**config.mk**
```make
export PLATFORM = sky130hd
export DESIGN_NAME = mem_arbiter
export DESIGN_NICKNAME = d
export VERILOG_FILES = /design/src/rtl/cpu_pkg.sv /design/src/rtl/mem_arbiter_rr.sv /design/src/rtl/mem_arbiter.sv
export SDC_FILE = /design/constraint.sdc
export NUM_CORES = 1
export LEC_CHECK = 0
export BUFFER_PORTS_ARGS = -buffer_cell sky130_fd_sc_hd__buf_2
export CAP_MARGIN = 20
export CORE_ASPECT_RATIO = 1.25
export CORE_MARGIN = 2
export CORE_UTILIZATION = 30
export CTS_BUF_LIST = sky130_fd_sc_hd__clkbuf_8
export CTS_CLUSTER_DIAMETER = 30
export CTS_CLUSTER_SIZE = 14
export DETAILED_ROUTE_END_ITERATION = 16
export GPL_ROUTABILITY_DRIVEN = 0
export SETUP_SLACK_MARGIN = 0.05
export SYNTH_ARGS = -nofsm -noshare
export SYNTH_HDL_FRONTEND = slang
export SYNTH_SLANG_ARGS = --single-unit
```
**constraint.sdc**
```tcl
create_clock -name clk -period 4.3 [get_ports clk]
set_clock_uncertainty 0.05 [all_clocks]
set_input_delay 0.86 -clock clk [delete_from_list [all_inputs] [get_ports clk]]
set_output_delay 0.86 -clock clk [all_outputs]
set_load 0.03 [all_outputs]
```
**src/rtl/cpu_pkg.sv**
```systemverilog
// cpu_pkg: shared constants and FSM encoding for the LC2K data-memory path
package cpu_pkg;
  localparam int DATA_W = 32;
  localparam logic PORT_FETCH = 1'b0;
  localparam logic PORT_MEM = 1'b1;
  typedef enum logic [1:0] {
    IDLE   = 2'd0,
    ACCESS = 2'd1,
    DONE   = 2'd2
  } state_t;
endpackage

```
**src/rtl/mem_arbiter_rr.sv**
```systemverilog
// rr_arbiter2: two-way round-robin grant; the last winner loses the next tie
module rr_arbiter2
  import cpu_pkg::*;
(
  input  logic clk,
  input  logic reset,
  input  logic i_en,
  input  logic i_req0,
  input  logic i_req1,
  output logic o_valid,
  output logic o_grant
);
  logic r_last;
  always_comb begin
    o_valid = i_req0 | i_req1;
    o_grant = (i_req0 & i_req1) ? ~r_last : (i_req1 ? PORT_MEM : PORT_FETCH);
  end
  always_ff @(posedge clk) begin
    if (reset) r_last <= PORT_FETCH;
    else if (i_en && o_valid) r_last <= o_grant;
  end
endmodule

```
**src/rtl/mem_arbiter.sv**
```systemverilog
// mem_arbiter: shares the single-port data memory between instruction fetch
// (port 0) and load/store (port 1) with round-robin arbitration
module mem_arbiter
  import cpu_pkg::*;
#(
  parameter int DATA_W      = cpu_pkg::DATA_W,
  parameter int MEM_LATENCY = 1,
  parameter int CNT_W       = 4
)(
  input  logic              clk,
  input  logic              reset,
  input  logic              req0,
  input  logic              req1,
  input  logic              we0,
  input  logic              we1,
  input  logic [DATA_W-1:0] addr0,
  input  logic [DATA_W-1:0] addr1,
  input  logic [DATA_W-1:0] wdata0,
  input  logic [DATA_W-1:0] wdata1,
  output logic              ack0,
  output logic              ack1,
  output logic [DATA_W-1:0] rdata,
  output logic [DATA_W-1:0] aluResult,
  output logic [DATA_W-1:0] regBvalue,
  output logic              CONTROL_MEM_ACCESS,
  output logic              CONTROL_ENABLE_MEM_WRITE,
  input  logic [DATA_W-1:0] memResult
);
  state_t r_state, w_next;
  logic [CNT_W-1:0] r_cnt;
  logic r_grant, w_valid, w_grant, w_idle, w_done;
  assign w_idle = r_state == IDLE;
  assign w_done = r_state == ACCESS && r_cnt == '0;
  rr_arbiter2 u_rr (
    .clk    (clk),
    .reset  (reset),
    .i_en   (w_idle),
    .i_req0 (req0),
    .i_req1 (req1),
    .o_valid(w_valid),
    .o_grant(w_grant)
  );
  always_comb begin
    w_next = IDLE;
    if (w_idle) w_next = w_valid ? ACCESS : IDLE;
    else if (r_state == ACCESS) w_next = w_done ? DONE : ACCESS;
  end
  always_ff @(posedge clk) begin
    if (reset) r_state <= IDLE;
    else r_state <= w_next;
  end
  // The ack is registered off the last ACCESS cycle so it lands in DONE
  always_ff @(posedge clk) begin
    if (reset) begin
      r_cnt                    <= '0;
      r_grant                  <= PORT_FETCH;
      ack0                     <= 1'b0;
      ack1                     <= 1'b0;
      rdata                    <= '0;
      aluResult                <= '0;
      regBvalue                <= '0;
      CONTROL_MEM_ACCESS       <= 1'b0;
      CONTROL_ENABLE_MEM_WRITE <= 1'b0;
    end else begin
      ack0 <= w_done && r_grant == PORT_FETCH;
      ack1 <= w_done && r_grant == PORT_MEM;
      if (w_idle && w_valid) begin
        r_grant                  <= w_grant;
        aluResult                <= w_grant ? addr1 : addr0;
        regBvalue                <= w_grant ? wdata1 : wdata0;
        CONTROL_ENABLE_MEM_WRITE <= w_grant ? we1 : we0;
        CONTROL_MEM_ACCESS       <= 1'b1;
        r_cnt                    <= CNT_W'(MEM_LATENCY - 1);
      end else if (w_done) begin
        if (!CONTROL_ENABLE_MEM_WRITE) rdata <= memResult;
        CONTROL_MEM_ACCESS       <= 1'b0;
        CONTROL_ENABLE_MEM_WRITE <= 1'b0;
      end else if (r_state == ACCESS) begin
        r_cnt <= r_cnt - 1'b1;
      end
    end
  end
endmodule

```
==> results.py <==
metrics = {
    "run_status": {
        "status": "complete, no violations",
    },
    "critical_path": {
        "path_class": "in -> reg",
        "cp_slowest_cell": "a21oi_4",
        "worst_path_largest_cell_delay_ps": 750,
        "rrSetupSlack_ps": 2380,
        "cp.required_ps": 4540,
        "critical_path_endpoint": "aluResult[25]",
        "worst_setup_path_startpoint": "req1",
        "crit-reg2reg-launch": "r_state[0]",
        "crit_path_max_fanout": 33,
        "critical_path.cell_chain": "buf_2 -> or2_1 -> a21oi_4 -> buf_12 -> o2bb2ai_1",
        "kind_of_launch_point_of_the_worst_setup_path": "primary input",
        "ff2ff_path_depth": 4,
        "end_kind": "flop",
        "worstPathArrival_ps": 2480,
        "worstReg2RegEnd": "aluResult[25]",
    },
    "yosys": {
        "yosysUniqueCellTypes": 37,
        "ys.warnings.count": 0,
        "synth_seq_cells": 107,
        "ys_seq_area_share_pct": 48.9,
        "post_synth_instance_area_um2": 4380,
        "synth_nets": 577,
        "synthesis.instances": 409,
        "synth_area_per_cell_um2": 10.7,
        "synth_flop_cell": "dfxtp_1",
        "synth-edff-count": 0,
        "synth-async-reset-ratio_pct": 0,
    },
    "clock_network": {
        "cts.sinks": 107,
        "tritoncts": "yes",
        "post_cts.repair.setup_buffers": 0,
        "number_of_buffers_added_by_the_clock_tree_synthesis_step": 9,
        "cts_hold_buf": 0,
        "cts_root_buf": "clkbuf_8",
        "cts_resized": 0,
        "h_tree_level_count": 3,
        "worst_skew_pair.late_latency_ps": 360,
        "ctsLongestPathBuffers": 2,
        "clk_pin_slew_ps": 100,
    },
    "floorplanning": {
        "floorplan.core_area_um2": 14300,
        "die-area_um2": 15600,
        "floorplan.initialDensity_pct": 30.5,
        "die_y_um": 139,
        "die_w_um": 112,
        "floorplan.rows": 49,
        "num_io_pins": 266,
    },
    "global_route": {
        "groute.usage.overall_pct": 14.5,
        "grt_max_degree": 67,
        "grt_pass1_vias": 3934,
        "overflow": 0,
        "wire_length_of_the_first_global_routing_pass_mm": 18.9,
        "grt_antenna_before_repair": 0,
    },
    "flow_run": {
        "cap_viol_max_count": 0,
    },
    "final_layout": {
        "commonest_non_fill_non_tap_cell_in_the_layout": "buf_2",
        "final_core_util_pct": 41.9,
        "flow.area_growth_from_synthesis_pct": 37.4,
        "final_cells": 837,
        "antenna-diode-count": 0,
        "layout-drive-gt1-share_pct": 45.5,
        "fillerInstances": 1438,
        "multi_input_area_um2": 2030,
        "sequential_cell_area_um2": 2140,
        "most-common-layout-cells": "265 x buf_2, 107 x dfxtp_1, 65 x mux2i_1, 64 x o2bb2ai_1, 36 x a21oi_1",
        "final_net_count": 822,
    },
    "timing": {
        "finalHoldWorstSlack_ps": 413,
        "timing.final.max_slew_violations": 0,
        "final_period_minus_worst_setup_slack_ps": 2240,
        "timing.final.crit_share_pct": 52.1,
        "timing.max_slew.rel_slack_pct": 37.8,
        "timing.final.hold_violations": 0,
        "timing.final.setup_violations": 0,
        "worst_pin_slew_ps": 931,
        "timing.final.ws_setup_ps": 2060,
        "rsz0062_at_grt": "false",
        "final.setup.tns_ps": 0,
        "fmaxAchievable_ghz": 0.447,
    },
    "detailed_routing": {
        "antenna_violating_nets_post_route": 0,
        "drt-initial-drc-count": 156,
        "drt-wirelength-per-cell_um": 14.3,
        "via_count": 4083,
        "firstDrtPassIters": 4,
        "post_drt_via_cell_ratio": 4.88,
        "drt-total-wl_mm": 11.9,
        "post-route-drc-count": 0,
    },
    "placement": {
        "buffer_ports.inserted": 265,
        "place.detailed.hpwl_mm": 8.79,
        "detailedPlace.worstSlack_ps": 1640,
        "place.detailed.instances": 820,
    },
    "power_and_ir_drop": {
        "reported_leakage_power_nw": 2.83,
        "power-per-cell-area_nw_per_um2": 397,
        "power.ir.vdd_worst_mv": 0.154,
    },
    "hold_path": {
        "min_from": "regBvalue[3]",
        "worst_hold_path.num_cells": 1,
        "hold_path.class": "reg -> reg",
    },
}
logic make-up (layout without fill, tap and decap cells):
group                    Yosys count  in the layout  share of synthesized area [%]
AO/OA/AOI/OAI                    142            142                           22.9
XOR/XNOR                           1              1                          0.200
adder cells (fa/ha/maj)            2              2                          0.571
buffers and inverters             40            290                           5.40
flip-flops                       107            107                           48.9
multiplexers                      65             65                           14.9
AND/OR/NAND/NOR                   52             52                           7.20
cell usage after synthesis, types with 2 or more instances:
cell / n / share of area, %
a21oi_1: 36 / 4.1
clkbuf_1: 9 / 0.77
nor3b_2: 2 / 0.57
or3b_4: 2 / 0.51
mux2i_1: 65 / 15
buf_1: 2 / 0.17
o21ai_1: 26 / 3.0
buf_2: 12 / 1.4
nor3_1: 2 / 0.23
ha_1: 2 / 0.57
inv_1: 3 / 0.26
buf_4: 9 / 1.5
o2bb2ai_1: 64 / 13
nand3_1: 33 / 3.8
nand3b_1: 2 / 0.34
o21ai_0: 5 / 0.57
dfxtp_1: 107 / 49
o21ai_2: 4 / 0.80
buf_6: 5 / 1.3
nor2_1: 2 / 0.17
where the power goes:
group	switching (mW)	internal [mW]	total (mW)
clock network	0.361	0.238	0.599
registers	0.0548	1.09	1.14
logic	0.413	0.235	0.647
total	0.828	1.56	2.39
stage by stage:
step,total power [mW],area [µm²]
3_5_place_dp,1.81,5800
4_1_cts,2.42,5990
6_report,2.39,6020
3_3_place_gp,1.79,5770
5_1_grt,2.52,6020
2_1_floorplan,1.59,4380
metal layers:
layer  track usage, %  up-vias  share of wire (%)
li1                 -     2027                  -
met1             17.9     1859                 43
met2             25.1      182                 48
met3             3.50       15                7.5
met4             4.36        0                1.5
met5                0        -                  0
worst max-delay path, delay by kind of cell:
family,cells,cell delay (ps)
and+or+nand+nor,1,300
buffers and inverters,2,380
AOI/OAI and AO/OA,2,890
layout make-up:
cell class	instances	area share (%)
multi-input combinational	262	33.7
sequential	107	35.6
clock inverter	6	0.894
timing repair buffer	271	23.7
clock buffer	10	2.29
inverter	3	0.187
tap	178	3.70
state kept, by name, indices dropped and copies added (netlist names):
name and cells:
r_grant 1, CONTROL_MEM_ACCESS 1, rdata 32, aluResult 32
r_state 2, regBvalue 32, CONTROL_ENABLE_MEM_WRITE 1, r_cnt 4
ack0 1, ack1 1
worst min-delay path by stage:
stage | endpoint | slack, ps
global placement | aluResult[9] | 390
finish | regBvalue[3] | 410
CTS | regBvalue[3] | 420
global route | regBvalue[5] | 430
floorplan | r_cnt[0] | 410
detailed placement | regBvalue[25] | 390
Note: power is estimated with default switching activity, not from simulation.
